## src/rtl/acc_control_unit_pkg.sv

```systemverilog
`default_nettype none
// ============================================================================
// Module      : acc_control_unit_pkg
// Description : Shared definitions for the 8-bit accumulator CPU: instruction
//               opcodes, ALU operation codes (also used by the alu) and the
//               sequencer state encodings.
// Revision    : 1.0 - initial release
// ============================================================================
package acc_control_unit_pkg;

  // Instruction opcodes, IR[7:5]
  localparam logic [2:0] OP_ADD = 3'b000;
  localparam logic [2:0] OP_SUB = 3'b001;
  localparam logic [2:0] OP_LDA = 3'b010;
  localparam logic [2:0] OP_STA = 3'b011;
  localparam logic [2:0] OP_JMP = 3'b100;
  localparam logic [2:0] OP_JZ  = 3'b101;
  localparam logic [2:0] OP_JC  = 3'b110;
  localparam logic [2:0] OP_HLT = 3'b111;

  // ALU operation codes. The arithmetic opcodes equal their ALU codes, so
  // EXECUTE can forward IR[7:5] unchanged.
  localparam logic [2:0] ALU_ADD = 3'b000;
  localparam logic [2:0] ALU_SUB = 3'b001;
  localparam logic [2:0] ALU_LDA = 3'b010;

  // Sequencer state encodings
  localparam logic [2:0] S_FETCH   = 3'd0;
  localparam logic [2:0] S_DECODE  = 3'd1;
  localparam logic [2:0] S_OPERAND = 3'd2;
  localparam logic [2:0] S_EXECUTE = 3'd3;
  localparam logic [2:0] S_STORE   = 3'd4;
  localparam logic [2:0] S_HALT    = 3'd5;

endpackage
`default_nettype wire

```

## src/rtl/acc_control_unit.sv

```systemverilog
`default_nettype none
// ============================================================================
// Module      : acc_control_unit
// Description : Fetch/decode/execute sequencer of the 8-bit accumulator CPU.
//               Initiator on the memory req/ack interface and on the ALU
//               interface; holds PC, IR, MDR, ACC and the Z/C flags.
// Ports       : clk_i, rst_i           - clock, synchronous active-high reset
//               mem_req_o/we_o/addr_o/wdata_o, mem_rdata_i/ack_i - memory
//               alu_x_o/y_o/op_o, alu_r_i/fz_i/fc_i              - ALU
//               acc_o, pc_o, flag_z_o, flag_c_o                  - state
//               retire_o (1-cycle pulse), halted_o               - status
// Revision    : 1.0 - initial release
// ============================================================================
module acc_control_unit
  import acc_control_unit_pkg::*;
#(
  parameter int DATA_W   = 8,
  parameter int ADDR_W   = 5,   // must satisfy 3 + ADDR_W == DATA_W
  parameter int PC_RESET = 0
) (
  input  logic              clk_i,
  input  logic              rst_i,
  output logic              mem_req_o,
  output logic              mem_we_o,
  output logic [ADDR_W-1:0] mem_addr_o,
  output logic [DATA_W-1:0] mem_wdata_o,
  input  logic [DATA_W-1:0] mem_rdata_i,
  input  logic              mem_ack_i,
  output logic [DATA_W-1:0] alu_x_o,
  output logic [DATA_W-1:0] alu_y_o,
  output logic [2:0]        alu_op_o,
  input  logic [DATA_W-1:0] alu_r_i,
  input  logic              alu_fz_i,
  input  logic              alu_fc_i,
  output logic [DATA_W-1:0] acc_o,
  output logic [ADDR_W-1:0] pc_o,
  output logic              flag_z_o,
  output logic              flag_c_o,
  output logic              retire_o,
  output logic              halted_o
);

  logic [2:0]        r_state;
  logic [2:0]        w_next_state;
  logic [ADDR_W-1:0] r_pc;
  logic [DATA_W-1:0] r_ir;
  logic [DATA_W-1:0] r_mdr;
  logic [DATA_W-1:0] r_acc;
  logic              r_z;
  logic              r_c;
  logic              r_retire;

  logic [2:0]        w_opcode;
  logic [ADDR_W-1:0] w_addr_field;
  logic              w_req;
  logic              w_ack;

  assign w_opcode     = r_ir[DATA_W-1 -: 3];
  assign w_addr_field = r_ir[ADDR_W-1:0];

  // Reset overrides the request combinationally so an access in flight is
  // withdrawn in the reset cycle; an ack seen then is treated as absent.
  assign mem_req_o = w_req & ~rst_i;
  assign w_ack     = mem_ack_i & mem_req_o;

  assign mem_wdata_o = r_acc;
  assign alu_x_o     = r_acc;
  assign alu_y_o     = r_mdr;
  assign acc_o       = r_acc;
  assign pc_o        = r_pc;
  assign flag_z_o    = r_z;
  assign flag_c_o    = r_c;
  assign retire_o    = r_retire;

  // ---------------------------------------------------------------- state reg
  always_ff @(posedge clk_i) begin
    if (rst_i) begin
      r_state <= S_FETCH;
    end else begin
      r_state <= w_next_state;
    end
  end

  // --------------------------------------------------------------- next state
  always_comb begin
    w_next_state = r_state;
    case (r_state)
      S_FETCH:   if (w_ack) w_next_state = S_DECODE;
      S_DECODE: begin
        case (w_opcode)
          OP_ADD, OP_SUB, OP_LDA: w_next_state = S_OPERAND;
          OP_STA:                 w_next_state = S_STORE;
          OP_HLT:                 w_next_state = S_HALT;
          default:                w_next_state = S_FETCH;  // jumps
        endcase
      end
      S_OPERAND: if (w_ack) w_next_state = S_EXECUTE;
      S_EXECUTE: w_next_state = S_FETCH;
      S_STORE:   if (w_ack) w_next_state = S_FETCH;
      S_HALT:    w_next_state = S_HALT;
      default:   w_next_state = S_FETCH;
    endcase
  end

  // ------------------------------------------------------------------ outputs
  // Address and write-enable depend only on registered state, so they stay
  // stable for the whole of a waited access.
  always_comb begin
    w_req      = 1'b0;
    mem_we_o   = 1'b0;
    mem_addr_o = w_addr_field;
    alu_op_o   = ALU_ADD;
    halted_o   = 1'b0;
    case (r_state)
      S_FETCH: begin
        w_req      = 1'b1;
        mem_addr_o = r_pc;
      end
      S_OPERAND: w_req = 1'b1;
      S_EXECUTE: alu_op_o = w_opcode;
      S_STORE: begin
        w_req    = 1'b1;
        mem_we_o = 1'b1;
      end
      S_HALT:    halted_o = 1'b1;
      default:   ;
    endcase
  end

  // ----------------------------------------------------------------- datapath
  always_ff @(posedge clk_i) begin
    if (rst_i) begin
      r_pc     <= ADDR_W'(PC_RESET);
      r_ir     <= '0;
      r_mdr    <= '0;
      r_acc    <= '0;
      r_z      <= 1'b0;
      r_c      <= 1'b0;
      r_retire <= 1'b0;
    end else begin
      r_retire <= 1'b0;
      case (r_state)
        S_FETCH: begin
          if (w_ack) begin
            r_ir <= mem_rdata_i;
            r_pc <= r_pc + ADDR_W'(1);  // wraps modulo 2^ADDR_W
          end
        end
        S_DECODE: begin
          case (w_opcode)
            OP_JMP: begin
              r_pc     <= w_addr_field;
              r_retire <= 1'b1;
            end
            OP_JZ: begin
              if (r_z) r_pc <= w_addr_field;
              r_retire <= 1'b1;
            end
            OP_JC: begin
              if (r_c) r_pc <= w_addr_field;
              r_retire <= 1'b1;
            end
            OP_HLT:  r_retire <= 1'b1;
            default: ;
          endcase
        end
        S_OPERAND: if (w_ack) r_mdr <= mem_rdata_i;
        S_EXECUTE: begin
          r_acc    <= alu_r_i;
          r_z      <= alu_fz_i;
          r_c      <= alu_fc_i;
          r_retire <= 1'b1;
        end
        S_STORE:   if (w_ack) r_retire <= 1'b1;
        default:   ;
      endcase
    end
  end

endmodule
`default_nettype wire
```

## config.mk

```make
export PLATFORM = sky130hd
export DESIGN_NAME = acc_control_unit
export DESIGN_NICKNAME = d
export VERILOG_FILES = /design/src/rtl/acc_control_unit_pkg.sv /design/src/rtl/acc_control_unit.sv
export SDC_FILE = /design/constraint.sdc
export NUM_CORES = 1
export LEC_CHECK = 0
export ABC_AREA = 1
export BUFFER_PORTS_ARGS = -buffer_cell sky130_fd_sc_hd__clkbuf_2
export CAP_MARGIN = 20
export CORE_MARGIN = 2
export CORE_UTILIZATION = 30
export CTS_CLUSTER_DIAMETER = 120
export DETAILED_ROUTE_END_ITERATION = 8
export HOLD_SLACK_MARGIN = 0.15
export PLACE_DENSITY_LB_ADDON = 0.12
export SETUP_SLACK_MARGIN = 0.02
export SLEW_MARGIN = 20
export SYNTH_ARGS = -nofsm -noshare
export SYNTH_HDL_FRONTEND = slang
export SYNTH_SLANG_ARGS = --single-unit
```

## constraint.sdc

```tcl
create_clock -name clk_i -period 1.2 [get_ports clk_i]
set_input_delay 0.24 -clock clk_i [delete_from_list [all_inputs] [get_ports clk_i]]
set_output_delay 0.24 -clock clk_i [all_outputs]
set_load 0.005 [all_outputs]
```

==> results of run 1 <==
==> cell type report <==
type | instances | area, um^2
clock buffer | 7 | 76.32
clock inverter | 1 | 5.005
fill | 583 | 3014
inverter | 29 | 113.9
multi-input combinational | 150 | 863.3
sequential | 35 | 710.7
tap | 72 | 90.09
timing repair buffer | 104 | 666.9
==> critical path, stage by stage, from the launching register on <==
cell,delay [ps]
dfxtp_4,370
nor2_4,160
nand2_4,110
a21oi_1,170
clkbuf_2,130
==> synthesized netlist by cell type <==
cell type | count | share of area (%)
nor2_1 | 41 | 8.9
dfxtp_1 | 35 | 40
nand2_1 | 31 | 6.7
o21ai_0 | 29 | 8.4
inv_1 | 25 | 5.4
a21oi_1 | 22 | 6.4
buf_4 | 17 | 7.4
nand3_1 | 5 | 1.4
buf_6 | 4 | 2.6
inv_2 | 4 | 0.87
nor3_1 | 3 | 0.87
o21ai_1 | 3 | 0.87
buf_2 | 2 | 0.58
clkbuf_1 | 2 | 0.43
nand3_2 | 2 | 1.2
nand4_2 | 2 | 1.4
o22ai_1 | 2 | 0.72
a21oi_2 | 1 | 0.51
a31oi_1 | 1 | 0.36
a32oi_1 | 1 | 0.51
ha_1 | 1 | 0.72
nand4_1 | 1 | 0.36
nor2_4 | 1 | 0.65
nor3_2 | 1 | 0.58
o211ai_2 | 1 | 0.72
o21ai_2 | 1 | 0.51
xnor2_1 | 1 | 0.51
==> power breakdown <==
group	switching, uW	leakage (uW)	internal, uW
registers	46.5	0.000287	1220
clock network	431	0.0000422	408
logic	311	0.000868	268
==> layer usage <==
layer | part of all wire [%] | vias up
met5 | 0 | -
met4 | 1.6 | 0
met3 | 4.4 | 7
met2 | 46 | 39
met1 | 48 | 784
li1 | - | 930
==> flip-flops by register name, indices dropped and copies added, names as in the netlist <==
signal / cells
r_state: 3
flag_c_o: 1
alu_y_o: 8
r_ir: 8
retire_o: 1
acc_o: 8
flag_z_o: 1
pc_o: 5
==> cell usage in the layout, fill, tap and decap left out, types with 3 or more instances in the layout <==
cell type	instances
clkbuf_2	68
buf_2	3
inv_1	23
o21ai_2	10
o21ai_1	13
buf_4	25
dfxtp_1	31
nand3_1	5
a21oi_1	21
o21ai_0	10
inv_2	4
nor2_1	28
nand2_1	30
nor2_2	12
buf_6	5
clkbuf_8	5
==> kinds of logic after synthesis <==
| logic type | after synthesis | share of synthesized area, % |
|---|---|---|
| adder cells (fa/ha/maj) | 1 | 0.7224 |
| flip-flops | 35 | 40.46 |
| buffers and inverters | 54 | 17.27 |
| AO/OA/AOI/OAI | 61 | 18.93 |
| AND/OR/NAND/NOR | 87 | 22.11 |
| XOR/XNOR | 1 | 0.5059 |
==> final timing paths <==
check | startpoint | to | slack [ps] | depth (start not counted)
worst max register to register | r_state[0] | alu_y_o[2] | -150 | 7
worst max-delay path | r_state[0] | mem_addr_o[2] | -270 | 4
worst min register to register | alu_y_o[1] | alu_y_o[1] | 450 | 2
worst min-delay path | alu_r_i[5] | acc_o[5] | 170 | 3
==> per-stage QoR <==
stage | std cells | area [um^2] | setup slack, ps
6_report | 398 | 2526 | -268.5
5_1_grt | 398 | 2526 | -330.7
4_1_cts | 395 | 2446 | -282.5
3_5_place_dp | 380 | 2187 | -95.06
3_3_place_gp | 380 | 2187 | -62.67
2_1_floorplan | 239 | 1734 | -4.834
==> what timing repair did <==
item                                    in CTS  in global routing
cloned                                       1                  0
resized for setup                           47                 22
endpoints found under the setup margin      32                 44
pin swaps                                    4                  5
buffers inserted                             6                  5
==> impl.org, run 1 <==
** CTS
- Buffers inserted to repair hold after CTS numbered 0.
- At the later pin of the worst-skew pair, clock insertion delay measures about 290 ps.
- The H-tree generated during clock tree synthesis spans 2 levels.
- Clk pin slew, worst setup/hold paths :: around 80 ps
- Largest buffer count on any clock path :: 2
- CTS tree :: built
- CTS saw 35 sinks.
- Clock root buffer :: clkbuf_8
- Clock buffer count from CTS :: 5

** Timing
- After routing, the total negative slack on setup checks comes to -5207 ps.
- Setup repair after global routing could not meet its margin everywhere.
- At the pin with the least slew margin, the transition time is 237.8 ps.
- The final critical path takes up 122.4% of the cycle.
- Worst clock skew :: around 11 ps
- The smallest clock period supported by the final layout is computed as between 1000 and 1500 ps.
- Static timing analysis puts the maximum clock frequency at between 600 and 700 MHz.
- Across all setup checks in the final design, the least slack found is -268.5 ps.
- Hold is met by between 150 and 200 ps.
- The final number of max-transition violations came to 0.
- Setup violations remaining at the end of the flow were counted as 40.
- Worst rel slew slack :: between 80% and 90%
- The total count of hold-check failures in the final report is 0.

** Critical path
- Type of the worst setup path :: flip-flop to output port
- Worst Setup End Kind :: output port
- Crit Path Max Fanout :: 11
- STA puts the critical path data required time at 960 ps.
- Data arrives at the worst endpoint at 1230 ps.
- Crit start category :: flip-flop

** Global route
- Global routing finished with a remaining overflow of 0.
- The initial antenna violation count was 0.
- Global routing consumed, on the met2 layer, between 20% and 30% of the routing resources.
- Global-route total usage across every layer :: between 10% and 20%
- Met1 Use GR :: about 19%
- The number of global-route vias before repair was around 1600.
- For this run, global-route usage on met3 was measured as 3.846%.
- Layer with the highest usage :: met2
- First-pass GRT wire length :: between 7000 and 8000 um
- Entering global routing, the biggest net connects 17 pins.

** Detailed routing
- Post-detailed-route via-to-cell ratio :: 4.422
- DRC marker count from the first detailed-route iteration :: between 50 and 60
- The pre-antenna-repair detailed-routing pass consisted of 5 iterations.
- In the routed design, unresolved DRC markers number 0.
- Wires add up to 4589 um.
- Dividing the detail-routed wire length by the instance count gives around 12 um.
- Across all layers, the routed design uses 1760 vias.
- DRT antenna net count :: 0

** Place
- Routability-driven placement finished with a final weighted congestion of approximately 0.75.
- Summed over all nets, the half-perimeter wirelength after detailed placement is roughly 3300 um.
- During placement, the flow inserted port buffers numbering 71.

** Pwr
- In this run the power density over the cells is around 1100 mW/mm^2.
- Total power for the finished layout comes to roughly 2700 uW.
- Leakage power :: 0.001197 uW
- IR analysis of the VDD net gives a maximum drop of roughly 0.43 mV.

** Floorplan
- Die Y-Extent :: between 70 and 80 um
- 72 I/O pins were placed.
- Core region area :: 0.005540 mm^2
- Row generation in the floorplan step produced 27 rows.
- In this run the horizontal extent of the chip is approximately 80 um.
- The floorplan step defined a die boundary enclosing about 0.0064 mm^2.
- Once the floorplan was initialized, standard cells occupied a little under a third of the core.

** Final layout
- Layout cell share with drive strength beyond 1 :: between 40% and 50%
- At the end of the flow the core is filled with cells to 45.60%.
- Layout net count :: between 300 and 400
- Antenna cells :: 0
- Relative area change from synthesis to final layout :: 45.88%

** Run status
- The final reports fail on setup timing.
- Outcome :: finished with violations

** Yosys
- After technology mapping, the gate count stands at roughly 240.
- Dividing the synthesized area by the synthesized cell count gives 7.245 um^2.
- Sequential share of the synthesized area :: 40.46%
- Combined area of all synthesized cells :: roughly 0.0017 mm^2
- Warning count from the yosys run :: 0
- Seq cells post-synth :: 35
- Counting distinct cell types in the post-synthesis netlist gives 27.
- Syn nets :: 261

** Hold path
- Worst hold-check path type :: primary input to flip-flop

** Run
- Max-cap violations in this run came to 0.
(Power assumes the default switching activity.)
==> run 2, diff against run 1 <==
- PLACE_DENSITY: not set -> 0.68
- PLACE_DENSITY_LB_ADDON: 0.12 -> not set
==> run 2 against run 1 <==
The run still ends with setup timing left. Design area up 5.1%. Global-route usage increased by 0.94 points. Wire length grew 11%. First-iteration DRC count is 76% higher. Count of clock-buffer cells in the layout fell by 1. Utilization up 2.3 points. Critical path type unchanged. Total power up 3.8%.
==> impl.org, run 2 (same netlist as run 1, synthesis figures left out) <==
** Detailed routing
- Via Count :: 1855 (+5.4%)
- # DRC :: 0 (unchanged)
- DRT antenna net count :: 0 (unchanged)
- Average detailed-routed wire length per instance :: 12.60 um (+9.3%)
- The per-cell via count in the routed design was 4.580 (+3.6%).
- The violation count after the first detailed-route iteration came to 97 (+76%).
- Iteration count of the initial detailed-routing pass :: 4 (-1)
- WL final :: 5103 um (+11%)

** Critical path
- The data arrival time at the worst-slack endpoint was 1240 ps (about the same).
- Crit Path Max Fanout :: 5 (-6)
- Type of the worst setup path :: flip-flop to output port
- Start point of the critical path :: r_state[2]
- The reg2reg setup slack came to -240 ps (-90 ps).
- Req. time, crit path :: 960 ps (about the same)
- CP Capture Point :: halted_o
- The worst setup path is captured at an output port.
- Reg2reg end :: pc_o[1]
- Crit start category :: flip-flop
- The depth of the worst register-to-register path was 9 (+2).
- In this run the critical register-to-register path is launched from r_state[2].

** Place
- Port Buffer Count :: 71 (unchanged)
- The placer's final routability congestion estimate was 0.8364 (+11%).
- The number of cells in the design after placement came to 378 (-0.53%).
- The half-perimeter wire length of the detailed placement result is 3256 um (+0.11%).
- The post-place setup slack came to -88.59 ps (+6.470 ps).

** Final layout
- Leaving out fill and tap cells, the most frequent cell in the layout is clkbuf_2.
- Layout cell share with drive strength beyond 1 :: 51.65% (+4.1 points)
- Relative to the synthesized area, the layout overhead comes to 53.25%.
- The post-layout net count came to 354 (+2.0%).
- Antenna cells :: 0 (unchanged)
- The count of placed standard cells in the final layout, fillers left out is 405 (+1.8%).
- The top cell types in the final layout, fill and taps aside, are clkbuf_2, dfxtp_1, buf_4.

** Timing
- The worst slew slack as a fraction of its limit is 79.56% (-4.5 points).
- Worst hold margin :: 171.1 ps (-2.705 ps)
- The final number of max-transition violations came to 0 (unchanged).
- The minimum clock period after layout is 1483 ps (+14.19 ps).
- The worst path setup slack after routing is -282.7 ps (-14.19 ps).
- The part of the cycle the worst path needs came to 123.6% (+1.2 points).
- Worst slew pin tran :: 304.2 ps (+66.40 ps)
- The total setup violations reported at the end of the flow is 38 (-5.0%).
- Worst clock skew :: 6.816 ps (-4.459 ps)
- The total count of hold-check failures in the final report is 0 (unchanged).
- FMAX :: 674.4 MHz (-0.96%)
- Setup repair after global routing could not meet its margin everywhere.

** Global route
- Via count of the first global-routing pass :: 1756 (+8.9%)
- Met1 Use GR :: 19.16% (-0.17 points)
- Global-route total usage across every layer :: 15.96% (+0.94 points)
- The routing usage on met3 is 3.620% (-0.23 points).
- Antenna violations before repair :: 0 (unchanged)
- Layer with the highest usage :: met2
- The met2 global-route usage came to 27.08% (+3.0 points).
- The global-route congestion overflow total came to 0 (unchanged).
- The largest net degree at the start of global routing is 19 (+2).
- First-pass GRT wire length :: 8066 um (+8.3%)

** CTS
- Largest buffer count on any clock path :: 2 (unchanged)
- TritonCTS built the clock tree.
- Hold-fix buffers at CTS :: 0 (unchanged)
- The tree is rooted in a clkbuf_8.
- Clk pin slew, worst setup/hold paths :: 80 ps (about the same)
- The total number of H-tree levels came to 2 (unchanged).
- The clock latency reported for the late side of the worst-skew pair came to 290 ps (about the same).
- The number of buffers created by CTS is 5 (unchanged).
- The number of sinks on the clock net is 35 (unchanged).

** Pwr
- Maximum vdd drop :: 0.4809 mV (+13%)
- Power per cell area :: 1049 mW/mm^2 (-1.2%)
- Leakage power :: 0.001252 uW (+4.5%)
- Overall Power :: 2784 uW (+3.8%)

** Run status
- The final reports fail on setup timing.
- The flow ran to the end, but the final reports show violations.

** Floorplan
- Die Y-Extent :: 79.98 um (unchanged)
- The core footprint was 0.005540 mm^2 (unchanged).
- Boundary pin count :: 72 (unchanged)
- The die width was 79.98 um (unchanged).
- The floorplan die area was 0.006396 mm^2 (unchanged).
- FP Rows :: 27 (unchanged)
- The starting density of the core was 31.26% (unchanged).

** Run
- # Max-Cap Violations :: 0 (unchanged)

** Hold path
- The min-delay analysis places its worst path in the category primary input to flip-flop.
run 2: timing repair:
action | in CTS | in global routing
pin swaps | 10 | 17
setup endpoints to repair | 31 | 46
gates resized for setup | 49 | 41
setup buffers | 16 | 8
cloned | 2 | 0
run 2: where the power goes:
| part | internal, uW | total [uW] | switching [uW] |
|---|---|---|---|
| combinational | 302 | 654 | 352 |
| clock | 406 | 862 | 456 |
| sequential | 1220 | 1270 | 50.4 |
run 2: stage by stage:
stage                     util [%]  cell area [um^2]  setup TNS (ps)
after floorplan                  -              1734          -19.34
after global placement       39.21              2172          -117.4
after detailed placement     39.21              2172          -394.1
after CTS                    45.05              2496           -5707
after global routing         47.90              2654           -8393
final                        47.90              2654           -5444
run 2: worst min path at each step:
stage / start / end / slack (ps) / cells after the start
detailed placement: alu_y_o[1] / alu_y_o[1] / 430 / 2
floorplan: rst_i / r_state[1] / 300 / 1
global placement: alu_y_o[1] / alu_y_o[1] / 430 / 2
CTS: alu_fz_i / flag_z_o / 170 / 3
finish: alu_r_i[4] / acc_o[4] / 170 / 3
global route: alu_fz_i / flag_z_o / 180 / 3
run 2: critical path, stage by stage (launching register included):
cell	delay (ps)
dfxtp_4	400
inv_1	110
buf_4	150
nor2_2	140
clkbuf_2	150
run 2: final cells by class:
cell class | count | area [um^2]
timing repair buffer | 111 | 733.2
tap | 72 | 90.09
inverter | 29 | 118.9
sequential | 35 | 713.2
multi-input combinational | 150 | 913.4
fill | 543 | 2887
clock buffer | 6 | 72.57
clock inverter | 2 | 12.51
run 2: per-layer routing:
layer	up-vias	wire length, um
li1	942	-
met1	849	2112
met2	56	2602
met3	8	291
met4	0	96
met5	-	0
